===== config.mk =====
export PLATFORM = sky130hd
export DESIGN_NAME = trireg_keeper
export DESIGN_NICKNAME = d
export VERILOG_FILES = /design/src/rtl/trireg_keeper_pkg.sv /design/src/rtl/trireg_keeper_chan.sv /design/src/rtl/trireg_keeper.sv
export SDC_FILE = /design/constraint.sdc
export NUM_CORES = 1
export LEC_CHECK = 0
export ABC_AREA = 1
export ABC_CLOCK_PERIOD_IN_PS = 5050
export BUFFER_PORTS_ARGS = -buffer_cell sky130_fd_sc_hd__buf_2
export CAP_MARGIN = 40
export CORE_AREA = 2 2 129 119
export CTS_CLUSTER_DIAMETER = 120
export DETAILED_ROUTE_END_ITERATION = 10
export DIE_AREA = 0 0 131 121
export GPL_ROUTABILITY_DRIVEN = 0
export HOLD_SLACK_MARGIN = 0.08
export PLACE_DENSITY = 0.6
export SLEW_MARGIN = 20
export SYNTH_ARGS = -nofsm -noshare
export SYNTH_HDL_FRONTEND = slang
export SYNTH_SLANG_ARGS = --single-unit

===== constraint.sdc =====
create_clock -name clk -period 5.05 [get_ports clk]
set_clock_uncertainty 0.05 [all_clocks]
set_input_delay 0.2525 -clock clk [delete_from_list [all_inputs] [get_ports clk]]
set_output_delay 0.2525 -clock clk [all_outputs]
set_load 0.03 [all_outputs]

===== src/rtl/trireg_keeper_pkg.sv =====
// rtl/trireg_keeper_pkg.sv - shared types and pull-value helper for trireg_keeper
package trireg_keeper_pkg;

  typedef enum logic [1:0] {
    PULL_NONE = 2'd0,
    PULL_DOWN = 2'd1,
    PULL_UP   = 2'd2
  } pull_e;

  typedef enum logic [1:0] {
    ST_DRIVEN  = 2'd0,
    ST_HOLD    = 2'd1,
    ST_DECAYED = 2'd2
  } state_e;

  // Returns the per-bit {val, unk} pair; callers replicate it across WIDTH bits.
  function automatic logic [1:0] pull_val(pull_e p);
    case (p)
      PULL_DOWN: pull_val = 2'b00;
      PULL_UP:   pull_val = 2'b10;
      default:   pull_val = 2'b01;
    endcase
  endfunction

endpackage


===== src/rtl/trireg_keeper_chan.sv =====
// rtl/trireg_keeper_chan.sv - one channel: driver resolution, hold/decay FSM, conflict flags
module trireg_keeper_chan
  import trireg_keeper_pkg::*;
#(
  parameter int    WIDTH   = 8,
  parameter int    DRIVERS = 2,
  parameter int    DECAY   = 15,
  parameter pull_e PULL    = PULL_NONE
) (
  input  logic                       clk,
  input  logic                       rst,
  input  logic [DRIVERS-1:0]         drv_en,
  input  logic [DRIVERS*WIDTH-1:0]   drv_val,
  input  logic                       conf_clr,
  output logic [WIDTH-1:0]           bus_val,
  output logic [WIDTH-1:0]           bus_unk,
  output logic                       bus_held,
  output logic                       conflict,
  output logic                       conflict_sticky
);

  localparam int CW = (DECAY + 1 > 2) ? $clog2(DECAY + 1) : 1;
  localparam logic [CW-1:0] CNT_INIT = CW'((DECAY > 0) ? DECAY - 1 : 0);
  localparam logic [1:0] PV = pull_val(PULL);
  localparam logic [WIDTH-1:0] PULL_V = {WIDTH{PV[1]}};
  localparam logic [WIDTH-1:0] PULL_U = {WIDTH{PV[0]}};

  state_e          state, state_d;
  logic [CW-1:0]   cnt, cnt_d;
  logic [WIDTH-1:0] val_d, unk_d;
  logic            held_d, conf_d, sticky_d;

  logic [WIDTH-1:0] and_v, or_v;
  logic             any_en;

  // AND and OR across enabled drivers: equal bits agree, differing bits conflict.
  always_comb begin
    and_v = '1;
    or_v  = '0;
    for (int d = 0; d < DRIVERS; d++) begin
      if (drv_en[d]) begin
        and_v = and_v & drv_val[d*WIDTH +: WIDTH];
        or_v  = or_v  | drv_val[d*WIDTH +: WIDTH];
      end
    end
    any_en = |drv_en;
  end

  always_comb begin
    state_d = state;
    cnt_d   = cnt;
    val_d   = bus_val;
    unk_d   = bus_unk;
    held_d  = bus_held;
    conf_d  = 1'b0;
    if (any_en) begin
      state_d = ST_DRIVEN;
      cnt_d   = '0;
      val_d   = and_v;
      unk_d   = or_v & ~and_v;
      held_d  = 1'b0;
      conf_d  = |(or_v & ~and_v);
    end else begin
      case (state)
        ST_DRIVEN: begin
          if (DECAY == 0) begin
            state_d = ST_HOLD;
            held_d  = 1'b1;
          end else if (DECAY == 1) begin
            state_d = ST_DECAYED;
            val_d   = PULL_V;
            unk_d   = PULL_U;
            held_d  = 1'b0;
          end else begin
            state_d = ST_HOLD;
            cnt_d   = CNT_INIT;
            held_d  = 1'b1;
          end
        end
        ST_HOLD: begin
          if (DECAY != 0) begin
            if (cnt == CW'(1)) begin
              state_d = ST_DECAYED;
              cnt_d   = '0;
              val_d   = PULL_V;
              unk_d   = PULL_U;
              held_d  = 1'b0;
            end else begin
              cnt_d = cnt - CW'(1);
            end
          end
        end
        ST_DECAYED: state_d = ST_DECAYED;
        default: begin
          state_d = ST_DECAYED;
          val_d   = PULL_V;
          unk_d   = PULL_U;
          held_d  = 1'b0;
        end
      endcase
    end
    sticky_d = conf_d | (conflict_sticky & ~conf_clr);
  end

  always_ff @(posedge clk or posedge rst) begin
    if (rst) begin
      state           <= ST_DECAYED;
      cnt             <= '0;
      bus_val         <= PULL_V;
      bus_unk         <= PULL_U;
      bus_held        <= 1'b0;
      conflict        <= 1'b0;
      conflict_sticky <= 1'b0;
    end else begin
      state           <= state_d;
      cnt             <= cnt_d;
      bus_val         <= val_d;
      bus_unk         <= unk_d;
      bus_held        <= held_d;
      conflict        <= conf_d;
      conflict_sticky <= sticky_d;
    end
  end

endmodule


===== src/rtl/trireg_keeper.sv =====
// rtl/trireg_keeper.sv - multi-channel charge-retention bus; slices flat buses per channel
module trireg_keeper
  import trireg_keeper_pkg::*;
#(
  parameter int    WIDTH    = 8,
  parameter int    CHANNELS = 4,
  parameter int    DRIVERS  = 2,
  parameter int    DECAY    = 15,
  parameter pull_e PULL     = PULL_NONE
) (
  input  logic                                clk,
  input  logic                                rst,
  input  logic [CHANNELS*DRIVERS-1:0]         drv_en,
  input  logic [CHANNELS*DRIVERS*WIDTH-1:0]   drv_val,
  input  logic [CHANNELS-1:0]                 conf_clr,
  output logic [CHANNELS*WIDTH-1:0]           bus_val,
  output logic [CHANNELS*WIDTH-1:0]           bus_unk,
  output logic [CHANNELS-1:0]                 bus_held,
  output logic [CHANNELS-1:0]                 conflict,
  output logic [CHANNELS-1:0]                 conflict_sticky
);

  for (genvar c = 0; c < CHANNELS; c++) begin : g_chan
    trireg_keeper_chan #(
      .WIDTH   (WIDTH),
      .DRIVERS (DRIVERS),
      .DECAY   (DECAY),
      .PULL    (PULL)
    ) u_chan (
      .clk             (clk),
      .rst             (rst),
      .drv_en          (drv_en[c*DRIVERS +: DRIVERS]),
      .drv_val         (drv_val[c*DRIVERS*WIDTH +: DRIVERS*WIDTH]),
      .conf_clr        (conf_clr[c]),
      .bus_val         (bus_val[c*WIDTH +: WIDTH]),
      .bus_unk         (bus_unk[c*WIDTH +: WIDTH]),
      .bus_held        (bus_held[c]),
      .conflict        (conflict[c]),
      .conflict_sticky (conflict_sticky[c])
    );
  end

endmodule


# After elaboration in Yosys (flattened, before gate mapping)
# Index checks and enable logic that the tools add are counted.
[word_totals]
ff_bits = 100
inputBits = 78
output_inout_bits = 76
word_cells = 192
[classes]
addsub = 4
n_eq_ne = 24
n_mux = 80
n_bitwise = 28
n_reduce_logical = 28
[op_table]
columns = ["operator", "count"]
rows = [
  ["$mux W8", 32],
  ["$pmux W8 S2", 8],
  ["$and A8 B8 Y8", 8],
  ["$mux W4", 8],
  ["$not A8 Y8", 4],
  ["$or A8 B8 Y8", 4],
  ["$pmux W4 S2", 4],
  ["$reduce_or A8 Y1", 4],
  ["$eq A4 B1 Y1 const B", 4],
  ["$mux W2", 8],
  ["$ne A2 B1 Y1 const B", 8],
  ["$pmux W2 S2", 4],
  ["$reduce_and A2 Y1", 8],
  ["$reduce_or A2 Y1", 8],
  ["$sub A4 B1 Y4 const B", 4],
  ["$mux W1", 12],
  ["$ne A3 B1 Y1 const B", 4],
  ["$pmux W1 S3", 4],
  ["$reduce_bool A3 Y1", 4],
  ["$eq A2 B1 Y1 const B", 4],
  ["$eq A2 B2 Y1 const B", 4],
  ["$logic_not A2 Y1", 4],
  ["$and A1 B1 Y1", 4],
  ["$not A1 Y1", 4],
  ["$or A1 B1 Y1", 4],
]

# Longest topological paths before layout
# Gate-level depths: netlist of the first run.
[depth]
word_depth = 8
ltp_mapped = 10
depth_no_buf = 9

# By module
# A second synthesis of the first run with hierarchy kept.
[unflattened]
hier_cells = 801
hier_area_um2 = 5850.6
[modules_own_cells]
columns = ["mod", "instances", "cells_each", "area_each_um2", "seq_area_each_um2"]
rows = [
  ["trireg_keeper_chan at g_chan[1].u_chan ...", 3, 203, 1465.2, 636.9],
  ["trireg_keeper_chan at g_chan[0].u_chan", 1, 192, 1455.1, 636.9],
]

# Worst setup path before layout of the first run
# Ideal clock, no wire load.
[synth_path]
path_kind = "reg-to-reg"
startpoint = "reg g_chan[0].u_chan.cnt[1]"
endpoint = "reg g_chan[0].u_chan.bus_val[0]"
setup_ns = 0.123
t_arrival_ns = 1.238
required_time_ns = 4.877
setup_slack_ns = 3.640
stages_incl_launch_ff = 11
n_path_buf = 1
period_less_slack_ns = 1.410
path_cell_list = "dfrtp_1 > inv_1 > ha_1 > inv_1 > nor2_2 > nand2_1 > nand3_2 > nand2_4 > buf_4 > nand2_1 > o21ai_1"
[synth_between]
elab_chain_len = 3
[synth_rtl]
columns = ["element", "line_no", "text"]
rows = [
  ["start: declaration", "trireg_keeper_chan.sv:29", "logic [CW-1:0] cnt, cnt_d;"],
  ["start signal: assignment", "trireg_keeper_chan.sv:116", "cnt <= cnt_d;"],
  ["$eq A4 B1 Y1", "trireg_keeper_chan.sv:82", "if (cnt == CW'(1)) begin"],
  ["$ne A3 B1 Y1 (no line)", "--", ""],
  ["$reduce_and A2 Y1 (no line)", "--", ""],
  ["end signal: assignment", "trireg_keeper_chan.sv:117", "bus_val <= val_d;"],
  ["end: declaration", "trireg_keeper_chan.sv:15", "output logic [WIDTH-1:0] bus_val,"],
]
# No other way between the ends.
# A chain may end at the register's enable or synchronous reset.

# Worst setup path after layout of the first run
[layout_path]
startpoint = "reg g_chan[0].u_chan.cnt[1]"
endpoint = "reg g_chan[0].u_chan.bus_val[4]"
# Same word-level chain as after synthesis.

==> results of run 1 <==
tightest hold or removal path, cell delays in order:
cell and delay [ns]:
buf_2 0.07, inv_1 0.03, nand2_1 0.05, nand3_1 0.07
registers in the layout, indices dropped and copies added (netlist names):
signal,flops
g_chan.u_chan.bus_held,4
g_chan.u_chan.bus_unk,32
g_chan.u_chan.cnt,16
g_chan.u_chan.bus_val,32
g_chan.u_chan.state,8
g_chan.u_chan.conflict,4
g_chan.u_chan.conflict_sticky,4
layer usage:
layer	track usage	up-vias	routed length, um
met4	0.03590	0	129
met5	0	-	0
met1	0.2322	2196	6109
met2	0.2649	107	5676
li1	-	2620	-
met3	0.04938	8	673
final timing paths:
path | from | to | slack [ns] | cells after the start
max | g_chan[0].u_chan.cnt[1]$_DFFE_PP0P_ | g_chan[0].u_chan.bus_val[4]$_DFFE_PP0P_ | 3.53 | 9
min | conf_clr[2] | g_chan[2].u_chan.conflict_sticky$_DFF_PP0_ | 0.11 | 4
max reg2reg | g_chan[0].u_chan.cnt[1]$_DFFE_PP0P_ | g_chan[0].u_chan.bus_val[4]$_DFFE_PP0P_ | 3.53 | 9
min reg2reg | g_chan[0].u_chan.bus_unk[7]$_DFFE_PP1P_ | g_chan[0].u_chan.bus_unk[7]$_DFFE_PP1P_ | 0.41 | 2
max in group asynchronous | rst | g_chan[1].u_chan.bus_unk[7]$_DFFE_PP1P_ | 3.61 | 5
min in group asynchronous | rst | g_chan[2].u_chan.bus_val[6]$_DFFE_PP0P_ | 0.43 | 3
report_power, final:
| part | switching, W | internal, W | total (W) |
|---|---|---|---|
| combinational | 0.000375 | 0.000163 | 0.000538 |
| clock | 0.000307 | 0.000347 | 0.000654 |
| sequential | 0.0000502 | 0.000905 | 0.000955 |
| total | 0.000732 | 0.00142 | 0.00215 |
per-stage QoR:
| step | instances | instance area (um^2) |
|---|---|---|
| 5_1_grt | 1114 | 6720 |
| 3_3_place_gp | 1096 | 6406 |
| 3_5_place_dp | 1096 | 6406 |
| 4_1_cts | 1113 | 6693 |
| 6_report | 1114 | 6720 |
| 2_1_floorplan | 784 | 5692 |
area by class of cell:
type | count | area, um^2 | area share
Tap cell | 198 | 247.7 | 0.03686
Multi-Input combinational cell | 511 | 2328 | 0.3465
Inverter | 133 | 509.2 | 0.07578
Timing Repair Buffer | 156 | 810.8 | 0.1206
Sequential cell | 100 | 2547 | 0.3791
Clock inverter | 6 | 37.54 | 0.005586
Clock buffer | 10 | 239.0 | 0.03556
Yosys cell counts, drive strengths merged:
library cell  instances
a22oi                 8
xnor2                 1
o21bai                3
o21ai                48
dfstp                36
a21oi                59
buf                  40
a31oi                 2
nand2               329
o22ai                 2
nand4                 2
o211ai                2
ha                    8
inv                 133
or2                   1
dfrtp                64
nor2                 28
nand3                18
kinds of logic after synthesis:
group | after synthesis | synth area share
AO/OA/AOI/OAI | 124 | 0.1169
XOR/XNOR | 1 | 0.001539
adder cells (fa/ha/maj) | 8 | 0.01759
buffers and inverters | 173 | 0.1433
flip-flops | 100 | 0.4476
AND/OR/NAND/NOR | 378 | 0.2730
cells in the final DEF, fill, tap and decap left out, drive strengths merged, types with 2 or more instances in the layout:
master / Yosys / final
ha: 8 / 8
buf: 40 / 155
o22ai: 2 / 2
o211ai: 2 / 2
o21bai: 3 / 3
nand4: 2 / 2
a22oi: 8 / 8
clkbuf: 0 / 10
nor2: 28 / 28
a21oi: 59 / 59
o21ai: 48 / 48
dfrtp: 64 / 64
inv: 133 / 134
nand2: 329 / 329
dfstp: 36 / 36
clkinv: 0 / 5
a31oi: 2 / 2
nand3: 18 / 18
==> impl_metrics.env, run 1 <==
export IMPL_outcome="finished clean"
export IMPL_fmax_mhz=659.0
export IMPL_antenna_found_initial=0
export IMPL_fin_ws_ns=3.533
export IMPL_nets=997
export IMPL_critPathLaunchType="register"
export IMPL_cpPeakStageDelay_ns=0.37
export IMPL_first_pass_iters=4
export IMPL_die_y_um=121
export IMPL_core_um2=14450
export IMPL_syn_nets=870
export IMPL_vias=4931
export IMPL_initial_core_util=0.3939
export IMPL_layout_drive_gt1_share=0.2522
export IMPL_hold_path_class="in -> reg"
export IMPL_portBuffers=153
export IMPL_crit_arrival_ns=1.68
export IMPL_cp_top_family="simple AND/OR/NAND/NOR gates"
export IMPL_rsz0062_at_grt="false"
export IMPL_wire_per_inst_um=11.30
export IMPL_power_density_nw_per_um2=319.5
export IMPL_tns_ns=0
export IMPL_die_x_um=131
export IMPL_setup_violations_final=0
export IMPL_cts_tree="built"
export IMPL_synthCells=784
export IMPL_relSlewSlack=0.6593
export IMPL_dr_first_iter_drc_count=279
export IMPL_die_area_um2=15850
export IMPL_cp_max_fo=17
export IMPL_synth_warnings=0
export IMPL_avgSynthCellArea_um2=7.260
export IMPL_drc=0
export IMPL_area_growth_pct=18.07
export IMPL_root_buffer="clkbuf_16"
export IMPL_crit_path_end_kind="register"
export IMPL_postCtsSetupBuffers=0
export IMPL_post_dp_hpwl_mm=9.330
export IMPL_clk_latency_ns=0.35
export IMPL_yosys_register_bits=100
export IMPL_critPathRequiredTime_ns=5.22
export IMPL_fin_crit_ns=1.517
export IMPL_cts_buffers_inserted=9
export IMPL_vias_per_cell=4.426
export IMPL_htree_levels=3
export IMPL_grt_pass1_wl_mm=21.28
export IMPL_ys_seq_area_frac=0.4476
export IMPL_yosysUniqueCellTypes=30
export IMPL_peakVddDrop_mv=0.1655
export IMPL_power_leakage_nw=3.750
export IMPL_synth_cell_area_um2=5692
export IMPL_critical_path_slowest_cell="dfrtp_1"
export IMPL_cp_num_buf_inv=2
export IMPL_ant_nets=0
export IMPL_period_share=0.3005
export IMPL_hold_ws_ns=0.1136
export IMPL_maxCapViolCount=0
export IMPL_num_io_pins=154
export IMPL_cts_resized=0
export IMPL_post_place_ws_ns=3.346
export IMPL_cts_buffer_depth=2
export IMPL_critPathKind="reg -> reg"
export IMPL_path_clk_slew_ns=0.07
export IMPL_rows=42
export IMPL_drv_slew=0
export IMPL_synth_top_cell_by_area="dfrtp_1"
export IMPL_worstPathCellList="inv_1 -> ha_1 -> inv_1 -> nor2_2 -> nand2_1 -> nand3_2 -> nand2_4 -> nand2_1 -> o21ai_0"
export IMPL_fin_util=0.4650
export IMPL_routed_wl_mm=12.59
export IMPL_tightest_slew_ns=0.5099
export IMPL_hold_viol=0
export IMPL_power_w=0.002147
export IMPL_grt_max_degree=62
export IMPL_grt_pass1_vias=4557
export IMPL_track_usage=0.1690
export IMPL_hold_buffers=1
export IMPL_antenna_cells=0
export IMPL_grt_overflow=0
export IMPL_synth_area_leaders="dfrtp_1 28%, nand2_1 21%, dfstp_2 17%"
export IMPL_clock_sinks=100
export IMPL_nFillCells=1474
export IMPL_synth_top_area_frac=0.2814
(Power assumes the default switching activity.)
==> run 2: changes to the inputs <==
- ABC_CLOCK_PERIOD_IN_PS: 5050 -> 1500
- clock period: 5.05 -> 1.5 ns (I/O delays scaled with it)
==> run 2 against run 1 <==
Compared with the run above: first-iteration DRC count decreased by 13%; register-to-register slack got worse by 3.4 ns; worst setup slack got worse by 3.5 ns; sequential share of layout area is 4.0 points lower; die area stayed put; wire length increased by 7.9%; sequential power rose to 3.4 times the previous value; critical endpoint is now g_chan[2].u_chan.bus_unk[3]$_DFFE_PP1P_.
==> impl_metrics.env, run 2 (synthesized netlist as in run 1, its figures left out) <==
export IMPL_outcome="finished clean"
export IMPL_routed_top_layer="met4"
export IMPL_power_leakage_nw=4.071
export IMPL_r2r_cells=7
export IMPL_hold_ws_ns=0.09364
export IMPL_power_density_nw_per_um2=1006
export IMPL_critPathRequiredTime_ns=1.73
export IMPL_hold_viol=0
export IMPL_power_w=0.007551
export IMPL_num_io_pins=154
export IMPL_fin_crit_ns=1.428
export IMPL_core_um2=14450
export IMPL_area_growth_pct=31.90
export IMPL_crit_path_end_kind="register"
export IMPL_routed_wl_mm=13.59
export IMPL_dr_wl_met2_mm=6.272
export IMPL_track_usage=0.1709
export IMPL_drc=0
export IMPL_portBuffers=153
export IMPL_rows=42
export IMPL_hold_path_class="in -> reg"
export IMPL_post_dp_hpwl_mm=9.339
export IMPL_die_x_um=131
export IMPL_relSlewSlack=0.6471
export IMPL_holdPathStages=6
export IMPL_die_area_um2=15850
export IMPL_cp_max_fo=2
export IMPL_clock_sinks=100
export IMPL_setup_violations_final=0
export IMPL_tns_ns=0
export IMPL_grt_pass1_vias=4719
export IMPL_wire_per_inst_um=11.43
export IMPL_drv_slew=0
export IMPL_regToRegStartpoint="g_chan[3].u_chan.cnt[1]$_DFFE_PP0P_"
export IMPL_r2r_end="g_chan[3].u_chan.bus_val[1]$_DFFE_PP0P_"
export IMPL_nets=1072
export IMPL_hp_start="drv_val[45]"
export IMPL_layout_commonest_cell="nand2_1"
export IMPL_cts_buffer_depth=2
export IMPL_path_clk_slew_ns=0.07
export IMPL_layout_drive_gt1_share=0.2412
export IMPL_critPathLaunchType="primary input"
export IMPL_crit_arrival_ns=1.66
export IMPL_antenna_cells=0
export IMPL_fmax_mhz=700.5
export IMPL_die_y_um=121
export IMPL_antenna_found_initial=0
export IMPL_grt_max_degree=101
export IMPL_tightest_slew_ns=0.5293
export IMPL_grt_pass1_wl_mm=21.66
export IMPL_peakVddDrop_mv=0.5813
export IMPL_ant_nets=0
export IMPL_placed_cells=1101
export IMPL_vias_per_cell=4.411
export IMPL_clk_latency_ns=0.34
export IMPL_r2r_slack_ns=0.13
export IMPL_maxCapViolCount=0
export IMPL_htree_levels=3
export IMPL_wl_met3_um=526
export IMPL_root_buffer="clkbuf_16"
export IMPL_period_share=0.9517
export IMPL_cts_buffers_inserted=9
export IMPL_min_to="g_chan[2].u_chan.bus_unk[5]$_DFFE_PP1P_"
export IMPL_instances_no_fill=1189
export IMPL_critPathKind="in -> reg"
export IMPL_first_pass_iters=4
export IMPL_initial_core_util=0.3939
export IMPL_cts_tree="built"
export IMPL_dr_first_iter_drc_count=244
export IMPL_wl_met1_mm=6.602
export IMPL_vias=5245
export IMPL_grt_overflow=0
export IMPL_layout_common_cells="319 x nand2_1, 153 x buf_2, 129 x inv_1"
export IMPL_reg_largest_list="g_chan.u_chan.bus_unk x32, g_chan.u_chan.bus_val x32, g_chan.u_chan.cnt x16"
## run 2: cell types whose count changed in the layout (fill, tap and decap cells not counted), moves of 2 or more
cell	before	now
clkinv_2	4	2
dlygate4sd3_1	1	70
buf_4	1	7
clkinvlp_4	0	2
nand2_8	0	2
## run 2: layout make-up
class	instances	area, um^2
clock buffers	10	229.0
clock inverters	6	65.06
fillers	1376	6944
inverters	133	510.5
multi-input cells	511	2369
flip-flops and latches	100	2547
well taps	198	247.7
repair buffers	231	1539
## run 2: critical path: stages
cell           delay (ns)
dlygate4sd3_1        0.54
buf_2                0.13
inv_1                0.04
nand2_1              0.04
nand2_1              0.09
dlygate4sd3_1        0.57
a21oi_1              0.07
a21oi_1              0.12
## run 2: how the worst max path moves through the flow
| stage | slack [ns] | to | cells past startpoint | startpoint |
|---|---|---|---|---|
| 2_1_floorplan | 0.09 | g_chan[0].u_chan.bus_val[0]$_DFFE_PP0P_ | 10 | g_chan[0].u_chan.cnt[1]$_DFFE_PP0P_ |
| 3_3_place_gp | 0.12 | g_chan[2].u_chan.bus_val[0]$_DFFE_PP0P_ | 7 | g_chan[2].u_chan.cnt[1]$_DFFE_PP0P_ |
| 3_5_place_dp | 0.06 | g_chan[1].u_chan.bus_held$_DFFE_PP0P_ | 7 | g_chan[1].u_chan.cnt[1]$_DFFE_PP0P_ |
| 4_1_cts | 0.03 | g_chan[3].u_chan.bus_unk[5]$_DFFE_PP1P_ | 8 | drv_val[61] |
| 5_1_grt | -0.005 | g_chan[0].u_chan.bus_val[3]$_DFFE_PP0P_ | 9 | g_chan[0].u_chan.cnt[1]$_DFFE_PP0P_ |
| 6_report | 0.07 | g_chan[2].u_chan.bus_unk[3]$_DFFE_PP1P_ | 8 | drv_val[43] |
## run 2: power by group
group          internal (W)  switching, W
clock network       0.00129       0.00102
logic              0.000704       0.00131
registers           0.00305      0.000176
total               0.00505       0.00251
## run 2: metrics by stage
stage	worst slack [ns]	instance area, um^2	util
after detailed placement	0.05865	6457	0.4468
after CTS	0.02504	7472	0.5171
after floorplan	0.08962	5695	-
after global routing	-0.005048	7507	0.5195
final	0.07239	7507	0.5195
after global placement	0.1163	6457	0.4468
## run 2: routing by layer
layer,vias up,global-route usage
met3,15,0.03042
met2,99,0.2662
met4,0,0.05452
met1,2346,0.2412
li1,2785,-
met5,-,0
## run 2: timing repair
action / 4_1_cts / 5_1_grt
endpoints found under the hold margin: 112 / 0
endpoints found under the setup margin: 0 / 37
gates resized for setup: 0 / 8
buffers inserted: 0 / 2
hold buffers: 72 / 0
==> run 3: changes to the inputs <==
- RECOVER_POWER: default -> 25
==> run 3 against run 2 <==
Compared with the run above: wire length about the same; design area is 0.13% lower; first-iteration DRC count unchanged; total power about the same; combinational power about the same; register-to-register slack is essentially flat; final cell count unchanged; non-clock buffer count unchanged; global-route usage is the same; flip-flop and latch count did not move; critical endpoint unchanged; largest cell class unchanged.
==> impl_metrics.env, run 3 (synthesized netlist as in run 1, its figures left out) <==
export IMPL_cpPeakStageDelay_ns=0.57
export IMPL_cts_buffers_inserted=9
export IMPL_drc=0
export IMPL_fmax_mhz=700.5
export IMPL_post_place_ws_ns=0.05865
export IMPL_path_clk_slew_ns=0.07
export IMPL_comb_power_share=0.266
export IMPL_crit_path_end_kind="register"
export IMPL_multi_input_area_um2=2369
export IMPL_relSlewSlack=0.4001
export IMPL_hp_start="drv_val[45]"
export IMPL_grt_pass1_vias=4719
export IMPL_vias=5246
export IMPL_r2r_cells=7
export IMPL_power_frac_clock=0.307
export IMPL_hold_path_class="in -> reg"
export IMPL_wire_per_inst_um=11.43
export IMPL_power_density_nw_per_um2=1007
export IMPL_clock_sinks=100
export IMPL_r2r_slack_ns=0.13
export IMPL_power_leakage_nw=4.064
export IMPL_regToRegStartpoint="g_chan[3].u_chan.cnt[1]$_DFFE_PP0P_"
export IMPL_worstPathCellList="dlygate4sd3_1 -> buf_2 -> inv_1 -> nand2_1 -> nand2_1 -> dlygate4sd3_1 -> a21oi_1 -> a21oi_1"
export IMPL_htree_levels=3
export IMPL_portBuffers=153
export IMPL_critPathLaunchType="primary input"
export IMPL_tightest_slew_ns=0.8998
export IMPL_die_x_um=131
export IMPL_root_buffer="clkbuf_16"
export IMPL_antenna_cells=0
export IMPL_cp_num_buf_inv=4
export IMPL_die_area_um2=15850
export IMPL_cts_buffer_depth=2
export IMPL_power_w=0.007547
export IMPL_period_share=0.9517
export IMPL_initial_core_util=0.3939
export IMPL_routed_wl_mm=13.59
export IMPL_antenna_found_initial=0
export IMPL_num_io_pins=154
export IMPL_ant_nets=0
export IMPL_nFillCells=1380
export IMPL_fin_crit_ns=1.428
export IMPL_critical_path_slowest_cell="dlygate4sd3_1"
export IMPL_r2r_end="g_chan[3].u_chan.bus_val[1]$_DFFE_PP0P_"
export IMPL_crit_arrival_ns=1.66
export IMPL_fin_area_um2=7497
export IMPL_sw_frac_of_total=0.3319
export IMPL_peakVddDrop_mv=0.5813
export IMPL_dpl_instance_area_um2=6457
export IMPL_critPathRequiredTime_ns=1.73
export IMPL_grt_overflow=0
export IMPL_post_dp_hpwl_mm=9.339
export IMPL_tns_ns=0
export IMPL_nets=1072
export IMPL_rows=42
export IMPL_layout_commonest_cell="nand2_1"
export IMPL_vias_per_cell=4.412
export IMPL_drv_slew=0
export IMPL_seq_area_um2=2547
export IMPL_layout_common_cells="319 x nand2_1, 152 x buf_2, 129 x inv_1"
export IMPL_area_growth_pct=31.72
export IMPL_first_pass_iters=4
export IMPL_grt_max_degree=101
export IMPL_hold_ws_ns=0.09366
export IMPL_internal_power_w=0.005042
export IMPL_core_um2=14450
export IMPL_cp_max_fo=2
export IMPL_cp_depth=8
export IMPL_track_usage=0.1709
export IMPL_cp_top_family="buffers and inverters"
export IMPL_pwr_share_seq=0.427
export IMPL_fin_ws_ns=0.07240
export IMPL_grt_pass1_wl_mm=21.66
export IMPL_min_to="g_chan[2].u_chan.bus_unk[5]$_DFFE_PP1P_"
export IMPL_cts_tree="built"
export IMPL_die_y_um=121
export IMPL_dr_first_iter_drc_count=244
export IMPL_setup_violations_final=0
export IMPL_outcome="finished clean"
export IMPL_clk_latency_ns=0.34
export IMPL_layout_drive_gt1_share=0.2402
export IMPL_reg_largest_list="g_chan.u_chan.bus_unk x32, g_chan.u_chan.bus_val x32, g_chan.u_chan.cnt x16"
export IMPL_switchingPower_w=0.002505
export IMPL_hold_viol=0
export IMPL_critPathKind="in -> reg"
export IMPL_holdPathStages=6
export IMPL_maxCapViolCount=0
## run 3: what timing repair did
item	in CTS	in global routing
resized for setup	0	8
endpoints found under the hold margin	112	0
setup endpoints to repair	0	37
setup buffers	0	2
hold buffers	72	0
## run 3: final cells by class
type	instances	area share
well taps	198	0.03304
flip-flops and latches	100	0.3398
inverters	133	0.06809
clock buffers	10	0.03054
clock inverters	6	0.008678
multi-input cells	511	0.3159
repair buffers	231	0.2039
## run 3: power by group through the flow
| stage | registers (W) | clock network [W] | logic [W] |
|---|---|---|---|
| after CTS | 0.00322 | 0.00241 | 0.00200 |
| after global routing | 0.00326 | 0.00250 | 0.00223 |
| after floorplan | 0.00365 | 0 | 0.000964 |
| after detailed placement | 0.00327 | 0 | 0.00184 |
| after global placement | 0.00327 | 0 | 0.00182 |
| final | 0.00322 | 0.00232 | 0.00201 |
## run 3: worst max path at each step
stage                                         from                                      end
3_5_place_dp   g_chan[1].u_chan.cnt[1]$_DFFE_PP0P_    g_chan[1].u_chan.bus_held$_DFFE_PP0P_
6_report                               drv_val[43]  g_chan[2].u_chan.bus_unk[3]$_DFFE_PP1P_
2_1_floorplan  g_chan[0].u_chan.cnt[1]$_DFFE_PP0P_  g_chan[0].u_chan.bus_val[0]$_DFFE_PP0P_
3_3_place_gp   g_chan[2].u_chan.cnt[1]$_DFFE_PP0P_  g_chan[2].u_chan.bus_val[0]$_DFFE_PP0P_
4_1_cts                                drv_val[61]  g_chan[3].u_chan.bus_unk[5]$_DFFE_PP1P_
5_1_grt        g_chan[0].u_chan.cnt[1]$_DFFE_PP0P_  g_chan[0].u_chan.bus_val[3]$_DFFE_PP0P_
## run 3: stage by stage
stage	std cells	util
after floorplan	784	-
after global placement	1101	0.4468
after detailed placement	1101	0.4468
after CTS	1189	0.5171
after global routing	1189	0.5188
final	1189	0.5188
## run 3: layer usage
layer,wire [um],GRT usage,part of all wire
met5,0,0,0
met4,186,0.05452,0.014
met3,527,0.03042,0.039
met2,6280,0.2662,0.46
met1,6590,0.2412,0.49
## run 3: worst reg2reg max path: cells and delay by family, from the launching register on
family	cells	cell delay [ns]
fa+ha+maj	1	0.17
buf+inv	1	0.09
compound gates	1	0.09
flops	1	0.38
simple gates	4	0.46
